==> config.mk <==
export PLATFORM = sky130hd
export DESIGN_NAME = calc_seq_alu
export DESIGN_NICKNAME = d
export VERILOG_FILES = /design/src/rtl/calc_seq_alu.sv
export SDC_FILE = /design/constraint.sdc
export NUM_CORES = 1
export LEC_CHECK = 0
export ABC_AREA = 1
export CAP_MARGIN = 20
export CORE_AREA = 5 5 136 112
export CTS_CLUSTER_DIAMETER = 80
export DETAILED_ROUTE_END_ITERATION = 7
export DIE_AREA = 0 0 141 117
export SYNTH_ARGS = -nofsm -noshare
export SYNTH_HDL_FRONTEND = slang
export SYNTH_SLANG_ARGS = --single-unit
==> constraint.sdc <==
create_clock -name clk -period 3.1 [get_ports clk]
set_clock_uncertainty 0.1 [all_clocks]
set_input_delay 0.465 -clock clk [delete_from_list [all_inputs] [get_ports clk]]
set_output_delay 0.465 -clock clk [all_outputs]
set_load 0.05 [all_outputs]
==> src/rtl/calc_seq_alu.sv <==
// Handshaked calculator: single-cycle ADD/SUB/AND/OR/XOR, iterative shift-add MUL
// and restoring DIV, with zero/carry/error flags and valid/ready flow control.
//
// state   | meaning
// IDLE    | in_ready high, waiting for a request
// CALC    | MUL or DIV iterating, one bit per cycle, WIDTH cycles
// DONE    | out_valid high, result and flags held until out_ready
module calc_seq_alu #(
    parameter int WIDTH = 8
) (
    input  logic                 clk,
    input  logic                 rst_n,
    input  logic                 in_valid,
    output logic                 in_ready,
    input  logic [2:0]           op,
    input  logic [WIDTH-1:0]     a,
    input  logic [WIDTH-1:0]     b,
    output logic                 out_valid,
    input  logic                 out_ready,
    output logic [2*WIDTH-1:0]   result,
    output logic                 flag_zero,
    output logic                 flag_carry,
    output logic                 flag_err,
    output logic                 busy
);

    localparam int RW = 2 * WIDTH;
    localparam int CW = $clog2(WIDTH + 1);

    localparam logic [2:0] OP_ADD = 3'b000;
    localparam logic [2:0] OP_SUB = 3'b001;
    localparam logic [2:0] OP_MUL = 3'b010;
    localparam logic [2:0] OP_AND = 3'b011;
    localparam logic [2:0] OP_DIV = 3'b100;
    localparam logic [2:0] OP_OR  = 3'b101;
    localparam logic [2:0] OP_XOR = 3'b110;

    typedef enum logic [1:0] {
        ST_IDLE,
        ST_CALC,
        ST_DONE
    } state_t;

    state_t            state_q, state_d;
    logic [CW-1:0]     cnt_q, cnt_d;
    logic              is_div_q, is_div_d;
    logic [RW-1:0]     acc_q, acc_d;
    logic [RW-1:0]     mcand_q, mcand_d;
    logic [WIDTH-1:0]  mplier_q, mplier_d;
    logic [RW-1:0]     result_q, result_d;
    logic              zero_q, zero_d;
    logic              carry_q, carry_d;
    logic              err_q, err_d;
    logic              out_valid_q, out_valid_d;
    logic              in_ready_q, in_ready_d;
    logic              busy_q, busy_d;

    logic [WIDTH:0]    sum_ext;
    logic [WIDTH-1:0]  diff;
    logic [RW-1:0]     single_res;
    logic              single_carry;
    logic              single_err;
    logic              multi_start;
    logic [WIDTH:0]    div_shift;
    logic [WIDTH:0]    div_sub;
    logic [RW-1:0]     step_acc;

    // Result of a single-cycle op, evaluated straight from the request inputs.
    always_comb begin
        sum_ext      = {1'b0, a} + {1'b0, b};
        diff         = a - b;
        single_res   = '0;
        single_carry = 1'b0;
        single_err   = 1'b0;
        multi_start  = 1'b0;
        case (op)
            OP_ADD: begin
                single_res   = {{(WIDTH-1){1'b0}}, sum_ext};
                single_carry = sum_ext[WIDTH];
            end
            OP_SUB: begin
                single_res   = {{WIDTH{1'b0}}, diff};
                single_carry = (a < b);
            end
            OP_MUL: multi_start = 1'b1;
            OP_AND: single_res = {{WIDTH{1'b0}}, a & b};
            OP_DIV: begin
                if (b == '0) begin
                    single_res = {a, {WIDTH{1'b1}}};
                    single_err = 1'b1;
                end else begin
                    multi_start = 1'b1;
                end
            end
            OP_OR:  single_res = {{WIDTH{1'b0}}, a | b};
            OP_XOR: single_res = {{WIDTH{1'b0}}, a ^ b};
            default: single_err = 1'b1;
        endcase
    end

    // One iteration: acc holds the product for MUL, {remainder, quotient} for DIV.
    // The partial remainder is always below 2*divisor, so the borrow is the MSB.
    always_comb begin
        div_shift = {acc_q[RW-1:WIDTH], acc_q[WIDTH-1]};
        div_sub   = div_shift - {1'b0, mplier_q};
        step_acc  = acc_q;
        if (is_div_q) begin
            if (!div_sub[WIDTH]) begin
                step_acc = {div_sub[WIDTH-1:0], acc_q[WIDTH-2:0], 1'b1};
            end else begin
                step_acc = {div_shift[WIDTH-1:0], acc_q[WIDTH-2:0], 1'b0};
            end
        end else if (mplier_q[0]) begin
            step_acc = acc_q + mcand_q;
        end
    end

    always_comb begin
        state_d     = state_q;
        cnt_d       = cnt_q;
        is_div_d    = is_div_q;
        acc_d       = acc_q;
        mcand_d     = mcand_q;
        mplier_d    = mplier_q;
        result_d    = result_q;
        zero_d      = zero_q;
        carry_d     = carry_q;
        err_d       = err_q;
        out_valid_d = out_valid_q;
        in_ready_d  = in_ready_q;
        busy_d      = busy_q;
        case (state_q)
            ST_IDLE: begin
                if (in_valid) begin
                    in_ready_d = 1'b0;
                    if (multi_start) begin
                        state_d  = ST_CALC;
                        busy_d   = 1'b1;
                        cnt_d    = CW'(WIDTH);
                        is_div_d = (op == OP_DIV);
                        acc_d    = (op == OP_DIV) ? {{WIDTH{1'b0}}, a} : '0;
                        mcand_d  = {{WIDTH{1'b0}}, a};
                        mplier_d = b;
                    end else begin
                        state_d     = ST_DONE;
                        out_valid_d = 1'b1;
                        result_d    = single_res;
                        zero_d      = (single_res == '0);
                        carry_d     = single_carry;
                        err_d       = single_err;
                    end
                end
            end
            ST_CALC: begin
                acc_d = step_acc;
                cnt_d = cnt_q - CW'(1);
                if (!is_div_q) begin
                    mcand_d  = mcand_q << 1;
                    mplier_d = mplier_q >> 1;
                end
                if (cnt_q == CW'(1)) begin
                    state_d     = ST_DONE;
                    busy_d      = 1'b0;
                    out_valid_d = 1'b1;
                    result_d    = step_acc;
                    zero_d      = (step_acc == '0);
                    carry_d     = 1'b0;
                    err_d       = 1'b0;
                end
            end
            ST_DONE: begin
                if (out_ready) begin
                    state_d     = ST_IDLE;
                    out_valid_d = 1'b0;
                    in_ready_d  = 1'b1;
                end
            end
            default: begin
                state_d     = ST_IDLE;
                out_valid_d = 1'b0;
                in_ready_d  = 1'b1;
                busy_d      = 1'b0;
            end
        endcase
    end

    always_ff @(posedge clk) begin
        if (!rst_n) begin
            state_q     <= ST_IDLE;
            cnt_q       <= '0;
            is_div_q    <= 1'b0;
            acc_q       <= '0;
            mcand_q     <= '0;
            mplier_q    <= '0;
            result_q    <= '0;
            zero_q      <= 1'b0;
            carry_q     <= 1'b0;
            err_q       <= 1'b0;
            out_valid_q <= 1'b0;
            in_ready_q  <= 1'b1;
            busy_q      <= 1'b0;
        end else begin
            state_q     <= state_d;
            cnt_q       <= cnt_d;
            is_div_q    <= is_div_d;
            acc_q       <= acc_d;
            mcand_q     <= mcand_d;
            mplier_q    <= mplier_d;
            result_q    <= result_d;
            zero_q      <= zero_d;
            carry_q     <= carry_d;
            err_q       <= err_d;
            out_valid_q <= out_valid_d;
            in_ready_q  <= in_ready_d;
            busy_q      <= busy_d;
        end
    end

    assign in_ready   = in_ready_q;
    assign out_valid  = out_valid_q;
    assign result     = result_q;
    assign flag_zero  = zero_q;
    assign flag_carry = carry_q;
    assign flag_err   = err_q;
    assign busy       = busy_q;

endmodule

==> key figures <==
Setup path
  – CP Cell Sequence: inv_1 > ha_1 > inv_1 > fa_1 > nand3_1 > nand2_2 > nand2_1 > nand2_1 > nand2_1 > nand2_2 > a21oi_1 > nor2_1 > a21oi_1 > nand3_1 > nor2_1 > nor2_1 > nor2_1
  – R2r startpoint: acc_q[7]
  – CP dominant cell by count: nor2_1
  – Crit path to: flag_zero
  – Nature of the critical path startpoint: flop
  – Worst path depth: 17
  – R2R Path End: flag_zero
  – CP Class: reg2reg
  – Critical path capture point type: flop
  – Critical path's slowest cell: fa_1
  – R2R Setup Slk: 290 ps
  – CP max FO: 8
  – Setup crit start: acc_q[7]
  – CP max stage delay: around 400 ps
  – Worst Path Arrival: about 3000 ps
  – R2r worst-path depth: 17
  – Required time worst endpoint: 3290 ps
  – Family with the most delay on the worst path: simple AND/OR/NAND/NOR gates
  – WP buf/inv: 2

Drt
  – Detailed-route wire length per cell: between 15 and 20 microns
  – DRT Pass-1 Iters: 5
  – ANT nets after route: 0
  – 1st-iter DRT viols: 715
  – Via Count: 6,489
  – Wirelength, routed: 20,400 microns
  – DRC Markers: 0
  – Via/cell ratio: 5.32

Timing
  – Max Slew Vio Count: 0
  – RSZ-0062 raised after global routing: no
  – Final setup viols: 0
  – Crit share post-route: 90.7%
  – Slew Limit Headroom: 57.0%
  – Fin Setup TNS: 0 ps
  – Worst Max-Slew Pin Slew: 645 ps
  – Final Hold Fails: 0
  – Max Freq: 355 MHz
  – Post-layout min period: 2810 ps
  – Post-route setup slack: 287 ps
  – WHS: 355 ps

Power and ir drop
  – PD cells: 552 mW/mm^2
  – Pleak: around 3.3 nW
  – VDD IR max: 0.463 mV
  – Total power: 3.90 mW

GRT
  – Met3 usage: 5.00%
  – Antenna violations before repair: 0
  – Vias in the first global route: 5,927
  – Grt total ovfl: 0
  – M2 GR Usage: 36.8%
  – Largest net degree at the start of global routing: 52
  – Tot GR Track Use: 25.1%
  – GR Util met1: 37.9%
  – Global-route wire length before repair: 32,300 microns
  – GRT busiest layer: met1

Die
  – I/O pin count: 45
  – Initial Util: 43.6%
  – Rows: 39
  – Full die area: 0.0165 sq mm
  – Core area: between 0.01 and 0.015 sq mm
  – Die width: roughly 140 microns
  – Die height: between 100 and 150 microns

Placed design
  – Final estimated routing congestion in global placement: 0.976
  – Buffers on Ports: 44
  – Dpl ws: 61.0 ps
  – Post-DP HPWL: 16,000 microns

Final layout
  – Ant diodes: 0
  – Nets@finish: 1,106
  – Layout area overhead: 17.1%
  – Seq. cell area: 0.00138 sq mm
  – Fillers: 1,483
  – Area of the multi-input gates: 0.00390 sq mm
  – Layout cells sized above 1: roughly 8.7%

Clock network
  – Clk root buf: clkbuf_16
  – CTS resizes: 0
  – CTS tree: done
  – H-tree levels: 3
  – CTS Sinks: 69
  – Num CTS Buffers: 9
  – # hold bufs at CTS: 0
  – Clk slew on worst S/H paths: 70 ps
  – Maximum clock path buffer count: 2
  – Post-CTS setup buffer count: 0
  – Clk_lat worst skew: 360 ps

Job
  – Max-cap viol count: 0

Synthesis
  – Syn Area/Cell: 6.19 sq um
  – Cells after synthesis: between 900 and 1,000
  – Synthesized flop and latch total: 69
  – Synth Cell Area: 0.00604 sq mm
  – Seq/Total Area, Yosys: about 23%
  – Post-Syn Nets: 1,053
  – Unique masters post-synth: 44
  – Syn. warnings: 0

Min path
  – Hold Crit Depth: 2
  – Worst hold path class: reg2reg

Outcome
  – Outcome: completed
==> logic make-up (layout without fill, tap and decap cells) <==
kind of cell | Yosys count | in the layout | share of synthesized area [%]
buffers and inverters | 190 | 248 | 12.7
XOR/XNOR | 7 | 7 | 1.01
flip-flops | 69 | 69 | 22.9
AO/OA/AOI/OAI | 209 | 209 | 19.7
adder cells (fa/ha/maj) | 53 | 53 | 11.5
AND/OR/NAND/NOR | 449 | 449 | 32.3
==> cell type report <==
type | instances | share of cell area, %
Clock inverter | 7 | 1.01
Multi-Input combinational cell | 718 | 55.1
Timing Repair Buffer | 73 | 9.48
Tap cell | 184 | 3.25
Sequential cell | 69 | 19.5
Clock buffer | 9 | 3.18
Inverter | 159 | 8.50
==> power by group <==
part	internal [mW]	total (mW)	switching (mW)	leakage, nW
clock network	0.569	1.06	0.489	0.147
logic	0.582	1.73	1.15	2.60
registers	1.02	1.12	0.101	0.565
total	2.17	3.90	1.74	3.31
==> worst min path at each step <==
| stage | startpoint | to | slack (ps) |
|---|---|---|---|
| 2_1_floorplan | cnt_q[1] | cnt_q[1] | 340 |
| 3_3_place_gp | out_valid | out_valid | 340 |
| 3_5_place_dp | out_valid | out_valid | 340 |
| 4_1_cts | out_valid | out_valid | 360 |
| 5_1_grt | out_valid | out_valid | 390 |
| 6_report | out_valid | out_valid | 360 |
==> synthesized netlist by cell type (all sizes together) <==
| library cell | n | area share, % |
|---|---|---|
| a31oi | 19 | 2.0 |
| o21bai | 1 | 0.12 |
| ha | 49 | 10 |
| a22oi | 2 | 0.25 |
| or2 | 3 | 0.31 |
| o22ai | 5 | 0.52 |
| o21ai | 67 | 5.7 |
| o211ai | 8 | 0.99 |
| nor3 | 2 | 0.17 |
| buf | 17 | 1.8 |
| nand4 | 15 | 1.7 |
| o21a | 1 | 0.12 |
| nand3b | 10 | 1.2 |
| fa | 4 | 1.3 |
| o31ai | 2 | 0.25 |
| nand2 | 248 | 16 |
| a21boi | 1 | 0.12 |
| and2 | 2 | 0.21 |
| a21oi | 98 | 8.8 |
| dfxtp | 69 | 23 |
| nor2 | 80 | 5.2 |
| clkbuf | 14 | 0.87 |
| a211oi | 5 | 0.79 |
| xor2 | 6 | 0.87 |
| inv | 159 | 10 |
| nand3 | 89 | 7.7 |
| xnor2 | 1 | 0.14 |
==> registers in the layout (all words and copies together), names as in the netlist, 2 cells and up <==
register  count
acc_q        16
cnt_q         4
mcand_q      16
mplier_q      8
result       16
state_q       2
==> cell usage in the layout (no fill, tap or decap), types with 19 or more instances in the layout <==
| master | instances |
|---|---|
| nand2_1 | 238 |
| inv_1 | 145 |
| a21oi_1 | 89 |
| nand3_1 | 86 |
| nor2_1 | 77 |
| dfxtp_1 | 69 |
| o21ai_0 | 56 |
| ha_1 | 49 |
| clkdlybuf4s50_1 | 44 |
| buf_4 | 28 |
| a31oi_1 | 19 |
==> worst register-to-register path, stage by stage, from the launching register on <==
cell	delay [ps]
dfxtp_1	340
inv_1	110
ha_1	210
inv_1	90
fa_1	400
nand3_1	100
nand2_2	80
nand2_1	110
nand2_1	80
nand2_1	70
nand2_2	140
a21oi_1	200
nor2_1	60
a21oi_1	240
nand3_1	110
nor2_1	200
nor2_1	60
nor2_1	70
==> stage by stage <==
step | util, % | area, sq um | cells
final | 51.1 | 7080 | 1219
after global routing | 51.1 | 7080 | 1219
after CTS | 51.1 | 7080 | 1219
after detailed placement | 48.9 | 6780 | 1203
after global placement | 48.9 | 6780 | 1203
after floorplan | - | 6040 | 977
==> metal layers <==
metal	share of wire, %	routed length [microns]
met1	51	10400
met2	40	8190
met3	7.3	1490
met4	1.4	276
met5	0	0
Power figures use the tool's default switching activity.
==> patch (same flow settings) <==
The 3 states of `state_t` get a one-hot encoding in 3 bits.
--- a/src/rtl/calc_seq_alu.sv
+++ b/src/rtl/calc_seq_alu.sv
@@ -37,6 +37,6 @@
 
-    typedef enum logic [1:0] {
-        ST_IDLE,
-        ST_CALC,
-        ST_DONE
+    typedef enum logic [2:0] {
+        ST_IDLE = 3'b001,
+        ST_CALC = 3'b010,
+        ST_DONE = 3'b100
     } state_t;
Function: no difference found for any inputs over 4 cycles, from zero or initial values and one cycle with rst_n low; so few cycles prove little.
==> patch against the original RTL <==
- sequential cell count increased by 1
- sequential power increased by 21%
- largest cell class unchanged
- cell area increased by 1.7%
- count of clock-buffer cells in the layout increased by 1
- synthesized area increased by 1.6%
- die area unchanged
- highest routed layer unchanged
- global-route usage increased by 0.057 points
- setup slack got worse by 32 ps
- first-iteration DRC count decreased by 2.5%
- wire length decreased by 0.64%
- via count increased by 1.4%
- power increased by 42%
==> patch: results (changes against the original RTL) <==
[cts]
insertion_delay_ps=340  ; was 360 ps
clockRootBuffer=clkbuf_16  ; unchanged
cts.sinks=70  ; was 69
numCtsBuffers=9  ; unchanged
cts_setup_buffers=0  ; unchanged
clkTransAtPathRegs_ps=60

[synthesis]
postSynthCellCount=990  ; was 977
synth-seq-area-share=0.228  ; was 0.229
ys_types=50  ; was 44
synth-edff-count=0  ; unchanged
synthTopCellsByArea=dfxtp_1 23%, nand2_1 16%, ha_1 10%, inv_1 8.3%, nand3_1 7.5%  ; was dfxtp_1 23%, nand2_1 15%, ha_1 10%, inv_1 9.0%, a21oi_1 7.4%
yosys-top-cells-count=259 x nand2_1, 135 x inv_1, 92 x nand3_1  ; was 238 x nand2_1, 145 x inv_1, 89 x a21oi_1
syn_nets=1066  ; was 1053

[cells_and_area]
stdcell_count=1235  ; was 1219
layout.clock_buffers=10  ; was 9
layout.nonclk_buf_frac=0.102  ; was 0.0948
drive_gt1_frac=0.0809  ; was 0.0870
n_all_buffers=81  ; was 73
n_all_inverters=141  ; was 159
utilization=0.519  ; was 0.511
clkCellAreaFrac=0.0416  ; was 0.0419
antenna_cells=0  ; unchanged
multi_input_area_share=0.556  ; was 0.551
fill_cells=1419  ; was 1483
nMultiInputCombCells=743  ; was 718
regArea_um2=1400  ; was 1380 µm²

[global_route]
antenna_found_initial=0  ; unchanged
grt_start_max_net_pins=43  ; was 52
grt_pass1_wl_mm=32.6  ; was 32.3 mm
grt_pass1_vias=5911  ; was 5927
grt_util_all_layers=0.251  ; about the same

[pwr]
power.leakage_nw=3.46  ; was 3.31 nW
irDropWorstVdd_uv=843  ; was 463 µV

[worst_setup_path]
path_max_fanout=12  ; was 8
crit_arrival_ps=3010  ; was 3000 ps
ff2ff_setup_slack_ps=260  ; was 290 ps
max_stage_delay_ps=400  ; about the same
path_class=reg -> reg  ; unchanged
regToRegEndpoint=flag_zero  ; unchanged
cpLargestDelayFamily=simple AND/OR/NAND/NOR gates  ; unchanged

[sta]
setup_tns_ps=0  ; unchanged
fin_hold_ws_ps=360  ; was 355 ps
relSlewSlack=0.547  ; was 0.570
fin_crit_sh=0.918  ; was 0.907

[placed_design]
dpl-instance-area_um2=6900  ; was 6780 µm²
pre_cts_ws_ps=84.8  ; was 61.0 ps
gp_routability_congestion=0.949  ; was 0.976
hpwl_mm=16.0  ; about the same

[routing]
initialDrtViolationCount=697  ; was 715
routed_wl_mm=20.2  ; was 20.4 mm
drt-vias-per-instance=5.33  ; was 5.32
drtPass1Iterations=7  ; was 5

[min_path]
hold_depth=2  ; unchanged
min_to=in_ready  ; was out_valid
min_from=in_ready  ; was out_valid

[run_status]
outcome=finished, final reports clean  ; unchanged

-- patch: cell count changes after synthesis, moves of 8 or more --
cell     unedited run  this run
nand2_1           238       259
a21oi_1            89        77
a31oi_1            19        31
inv_1             145       135
inv_2              12         4
-- patch: per-layer routing --
| metal | up-vias | share of wire | track usage |
|---|---|---|---|
| met5 | - | 0 | 0 |
| met4 | 0 | 0.0086 | 0.0458 |
| met3 | 15 | 0.081 | 0.0556 |
| met2 | 242 | 0.38 | 0.341 |
| met1 | 2957 | 0.53 | 0.402 |
| li1 | 3368 | - | - |
-- patch: kinds of logic after synthesis --
kind of cell | synth area share
XOR/XNOR | 0.00999
adder cells (fa/ha/maj) | 0.113
buffers and inverters | 0.119
flip-flops | 0.228
multiplexers | 0.00163
AND/OR/NAND/NOR | 0.338
AO/OA/AOI/OAI | 0.189
-- patch: where the power goes --
group          switching [mW]  total, mW  internal, mW  leakage (nW)
registers               0.193       1.35          1.15         0.574
logic                    2.08       3.13          1.05          2.75
clock network           0.421       1.05         0.629         0.136
